===== src/rtl/irq_pkg.sv =====
// ---------------------------------------------------------------------------
// irq_pkg
// Purpose : shared types and helpers for the interrupt request latch.
//           - state_t     : handshake FSM states (IDLE, OFFER)
//           - srcCount(n) : number of interrupt sources for an n-bit index
// Ports   : none (package)
// ---------------------------------------------------------------------------
package irq_pkg;

    typedef enum logic {
        IDLE  = 1'b0,
        OFFER = 1'b1
    } state_t;

    // Source count is always a power of two so the index uses every code.
    function automatic int srcCount(input int n);
        return 1 << n;
    endfunction

endpackage : irq_pkg


===== src/rtl/lowest_set_index.sv =====
// ---------------------------------------------------------------------------
// lowest_set_index
// Purpose : purely combinational priority picker. Reports the index of the
//           lowest set bit of vec_i (bit 0 has the highest priority).
// Ports   :
//   vec_i  [2**N-1:0]  input  candidate vector
//   idx_o  [N-1:0]     output index of the lowest set bit, 0 when none_o=1
//   none_o             output 1 when vec_i has no bit set
// ---------------------------------------------------------------------------
module lowest_set_index
    import irq_pkg::*;
#(
    parameter int N = 2
) (
    input  logic [(1<<N)-1:0] vec_i,
    output logic [N-1:0]      idx_o,
    output logic              none_o
);

    localparam int NS = srcCount(N);

    // Scan from the top down so the last hit, the lowest index, wins.
    always_comb begin
        idx_o  = '0;
        none_o = 1'b1;
        for (int i = NS - 1; i >= 0; i--) begin
            if (vec_i[i]) begin
                idx_o  = N'(i);
                none_o = 1'b0;
            end
        end
    end

endmodule : lowest_set_index


===== src/rtl/irq_request_latch.sv =====
// ---------------------------------------------------------------------------
// irq_request_latch
// Purpose : captures rising edges on 2**N interrupt lines into sticky pending
//           bits, applies a software mask and offers the lowest-index
//           pending, unmasked source over a valid/ready handshake.
// Optional: define IRQ_OVERRUN_STATUS_EN to add the overrun status output,
//           which flags edges that arrived while the source was pending.
// Ports   :
//   clk                   input  clock, rising edge
//   rst_n                 input  asynchronous active-low reset
//   irq        [2**N-1:0] input  event lines, synchronous to clk
//   mask_we               input  mask write strobe
//   mask_wdata [2**N-1:0] input  new mask (1 = source blocked)
//   req_valid             output an index is being offered
//   req_id     [N-1:0]    output offered index, valid while req_valid=1
//   req_ready             input  consumer accepts the offered index
//   pending    [2**N-1:0] output pending bits (masked and unmasked)
//   mask       [2**N-1:0] output current mask register
//   overrun    [2**N-1:0] output merged-edge flags (IRQ_OVERRUN_STATUS_EN)
// ---------------------------------------------------------------------------
module irq_request_latch
    import irq_pkg::*;
#(
    parameter int N = 2
) (
    input  logic                clk,
    input  logic                rst_n,
    input  logic [(1<<N)-1:0]   irq,
    input  logic                mask_we,
    input  logic [(1<<N)-1:0]   mask_wdata,
    output logic                req_valid,
    output logic [N-1:0]        req_id,
    input  logic                req_ready,
    output logic [(1<<N)-1:0]   pending,
`ifdef IRQ_OVERRUN_STATUS_EN
    output logic [(1<<N)-1:0]   overrun,
`endif
    output logic [(1<<N)-1:0]   mask
);

    localparam int NS = srcCount(N);

    logic [NS-1:0] irq_q;
    logic [NS-1:0] pending_q, pending_d;
    logic [NS-1:0] mask_q,    mask_d;
    logic [N-1:0]  req_id_q,  req_id_d;
    state_t        state_q,   state_d;

    logic [NS-1:0] rise;
    logic [NS-1:0] clr;
    logic [NS-1:0] elig;
    logic [N-1:0]  sel;
    logic          none;
    logic          accept;

    lowest_set_index #(.N(N)) u_pick (
        .vec_i  (elig),
        .idx_o  (sel),
        .none_o (none)
    );

    // Edge detection, eligibility and the one-hot clear of the accepted
    // source. A rise on the accepted bit overrides its clear so that event
    // is offered again later.
    always_comb begin
        rise      = irq & ~irq_q;
        elig      = pending_q & ~mask_q;
        accept    = (state_q == OFFER) && req_ready;
        clr       = '0;
        if (accept) begin
            clr[req_id_q] = 1'b1;
        end
        pending_d = (pending_q & ~clr) | rise;
        mask_d    = mask_we ? mask_wdata : mask_q;
    end

    // Handshake FSM. The offer is frozen once made: neither a newly arriving
    // higher-priority source nor a mask write can change or withdraw it.
    always_comb begin
        state_d  = state_q;
        req_id_d = req_id_q;
        case (state_q)
            IDLE: begin
                if (!none) begin
                    state_d  = OFFER;
                    req_id_d = sel;
                end
            end
            OFFER: begin
                if (req_ready) begin
                    state_d = IDLE;
                end
            end
            default: state_d = IDLE;
        endcase
    end

    // State registers; reset clears history so a line held high across
    // reset release counts as one event on the first edge.
    always_ff @(posedge clk or negedge rst_n) begin
        if (!rst_n) begin
            irq_q     <= '0;
            pending_q <= '0;
            mask_q    <= '0;
            req_id_q  <= '0;
            state_q   <= IDLE;
        end else begin
            irq_q     <= irq;
            pending_q <= pending_d;
            mask_q    <= mask_d;
            req_id_q  <= req_id_d;
            state_q   <= state_d;
        end
    end

`ifdef IRQ_OVERRUN_STATUS_EN
    logic [NS-1:0] overrun_q, overrun_d;

    // An edge on an already-pending source is an overrun; acceptance clears
    // the flag unless a fresh overrun lands in the same cycle.
    always_comb begin
        overrun_d = (overrun_q & ~clr) | (rise & pending_q);
    end

    always_ff @(posedge clk or negedge rst_n) begin
        if (!rst_n) begin
            overrun_q <= '0;
        end else begin
            overrun_q <= overrun_d;
        end
    end

    assign overrun = overrun_q;
`endif

    assign req_valid = (state_q == OFFER);
    assign req_id    = req_id_q;
    assign pending   = pending_q;
    assign mask      = mask_q;

endmodule : irq_request_latch


===== config.mk =====
export PLATFORM = sky130hd
export DESIGN_NAME = irq_request_latch
export DESIGN_NICKNAME = d
export VERILOG_FILES = /design/src/rtl/irq_pkg.sv /design/src/rtl/lowest_set_index.sv /design/src/rtl/irq_request_latch.sv
export SDC_FILE = /design/constraint.sdc
export NUM_CORES = 1
export LEC_CHECK = 0
export ABC_CLOCK_PERIOD_IN_PS = 2600
export CORE_MARGIN = 3
export CORE_UTILIZATION = 45
export DETAILED_ROUTE_END_ITERATION = 6
export PLACE_DENSITY = 0.93
export REMOVE_ABC_BUFFERS = 1
export SYNTH_ARGS = -nofsm -noshare
export SYNTH_HDL_FRONTEND = slang
export SYNTH_SLANG_ARGS = --single-unit

===== constraint.sdc =====
create_clock -name clk -period 2.6 [get_ports clk]
set_input_delay 0.39 -clock clk [delete_from_list [all_inputs] [get_ports clk]]
set_output_delay 0.39 -clock clk [all_outputs]
set_load 0.02 [all_outputs]

==> out/metrics.csv <==
metric,value,unit
status,"finished, final reports clean",
DRT Pass-1 Iters,2,
yosys warns,0,
r2r setup slk,1.58,ns
worst path bufs/invs,1,
Max rail drop VDD,408.6,uV
drt drc,0,
"area leader, netlist",dfrtp_1,
worst hold start,irq_q[0],
Ports,23,
P&R area growth vs syn,39.76,%
FP Rows,12,
Horiz. Die Dim,43.58,um
Crit-path slowest cell,clkdlybuf4s50_1,
CP Cell Sequence,clkdlybuf4s50_1,
final wirelength,1138,um
hold_buf cts,0,
Min-Delay Path Class,register to register,
routed vias,441,
worst flop-to-flop path startpoint,req_valid,
power share of the combinational group,0.424,
Place WS,1.007,ns
vias in the first global route,487,
post-layout power,851.9,uW
Final Util,0.7305,
CTS tree,yes,
Initial Util,0.5226,
"Largest stage delay, worst path",0.67,ns
post-route clock period utilization,0.7257,
most instantiated cells after synthesis,"dfrtp_1, o21ai_1, inv_1, mux2_2",
clock tree buffer depth,2,
Net Sw Power,301.8,uW
final worst slack,0.7131,ns
Crit. End Element,output pin,
worst slew pin tran,0.6417,ns
drt wl/cell,12.93,um
Netlist cell types,19,
critical path type,register to output pin,
Initial DRC Count,2,
Critical Path RT,2.21,ns
Clock power frac,0.147,
total track usage,0.1470,
Startpoint Class,register,
fmax,530.0,MHz
synthesized instance count,49,
fin nets,87,
"FFs w/ async S/R, synth",1.000,
final setup vio count,0,
clk_lat worst skew,0.27,ns
Max Slew Vio Count,0,
predominant post-synthesis flop cell,dfrtp_1,
largest net degree at the start of global routing,16,
top-count cell post-synth,dfrtp_1,
syn_area_per_cell,12.97,um^2
Synth area leaders,"dfrtp_1, o21ai_1, mux2_2",
Port Buffers,22,
Sw Ratio,0.3543,
ant diodes,0,
"Cell Area, Synth",635.6,um^2
clock sink count,15,
clock slew at reported path FFs,0.08,ns
hold path endpoint,pending[0],
CP top delay family,buffers and inverters,
Die Footprint,1899,um^2
H-Tree Depth,1,
max-cap violation count,0,
r2r endpoint,pending[1],
placement-stage cell area,862.1,um^2
post-route ant nets,0,
design area,888.4,um^2
worst path arrival time,1.50,ns
Die H,43.58,um
hold depth,1,
R2R cell count,3,
share of layout cells above drive strength 1,0.1892,
sequential group share of total power,0.429,
RSZ-0062 raised after global routing,no,
DP Wirelength,939.2,um
initial antenna violation count,0,
P_leak,0.3907,nW
Critical Path Fanout Max,10,
clk root buf,clkbuf_4,
Final TNS setup,0,ns
setup bufs post-CTS,0,
gr ovfl total,0,
register area share after synthesis,0.5906,
CORE AREA,1216,um^2
Post-synth EDFFs,0,
Pwr Density,959.0,nW/um^2
post-cts resize count,0,
Cell Int Power,550.1,uW
min cycle time layout,1.887,ns
share of the synthesized area in the top cell type,0.5906,
"Hold Vio Cnt, Final",0,
CTS buffer count,3,
Slew HR,0.5708,
routability congestion estimate,0.7398,
Layout Skew,0.003041,ns
wire length of the first global-routing pass,2083,um
#FFs+latches synth,15,
vias per cell,5.011,
stage by stage:
stage	hold WS (ns)	cells
detailed placement	0.4035	84
global route	0.4308	88
global placement	0.3961	84
finish	0.4133	88
floorplan	0.09441	48
CTS	0.4147	88
sequential cells by signal, indices dropped and copies added, names as in the netlist:
signal     count
mask           4
req_valid      1
irq_q          4
pending        4
req_id         2
per-layer routing:
| metal | part of all wire | global-route usage | up-vias | wire length (um) |
|---|---|---|---|---|
| li1 | - | - | 219 | - |
| met1 | 0.45 | 0.1693 | 205 | 514 |
| met2 | 0.47 | 0.2500 | 15 | 533 |
| met3 | 0.071 | 0.03734 | 2 | 81 |
| met4 | 0.0070 | 0.07229 | 0 | 8 |
| met5 | 0 | 0 | - | 0 |
worst max-delay path by stage:
stage	from	end	slack (ns)	cells past startpoint
final	req_valid	req_valid	0.71	1
after floorplan	req_valid	pending[2]	1.58	3
after global placement	req_valid	req_valid	1.04	1
after detailed placement	req_valid	req_valid	1.01	1
after CTS	req_valid	req_valid	0.70	1
after global routing	req_valid	req_valid	0.64	1
power by group through the flow:
stage	sequential [mW]	clock, mW	combinational (mW)
after global placement	0.367	0	0.358
after global routing	0.378	0.144	0.389
after CTS	0.367	0.130	0.367
final	0.365	0.126	0.361
after floorplan	0.429	0	0.141
after detailed placement	0.372	0	0.365
cells in the final DEF, fill, tap and decap left out, types with 2 or more instances in the layout:
cell type / netlist / layout
clkbuf_4: 0 / 3
clkdlybuf4s50_1: 0 / 22
dfrtp_1: 15 / 15
inv_1: 5 / 5
mux2_2: 3 / 3
nand2_1: 2 / 2
nand2b_4: 2 / 2
nor2b_4: 2 / 2
o21ai_1: 8 / 8
logic make-up (layout without fill, tap and decap cells):
logic type / after synthesis / in the layout / synth area share
flops: 15 / 15 / 0.5906
compound gates: 14 / 14 / 0.1437
simple gates: 10 / 10 / 0.1477
buf+inv: 6 / 31 / 0.04725
mux: 4 / 4 / 0.07086
area by class of cell:
| type | instances | area [um^2] |
|---|---|---|
| multi-input cells | 28 | 230.2 |
| well taps | 14 | 17.52 |
| flip-flops and latches | 15 | 375.4 |
| clock buffers | 4 | 26.28 |
| inverters | 5 | 18.77 |
| repair buffers | 22 | 220.2 |
| fillers | 83 | 327.8 |
Power figures use the tool's default switching activity.
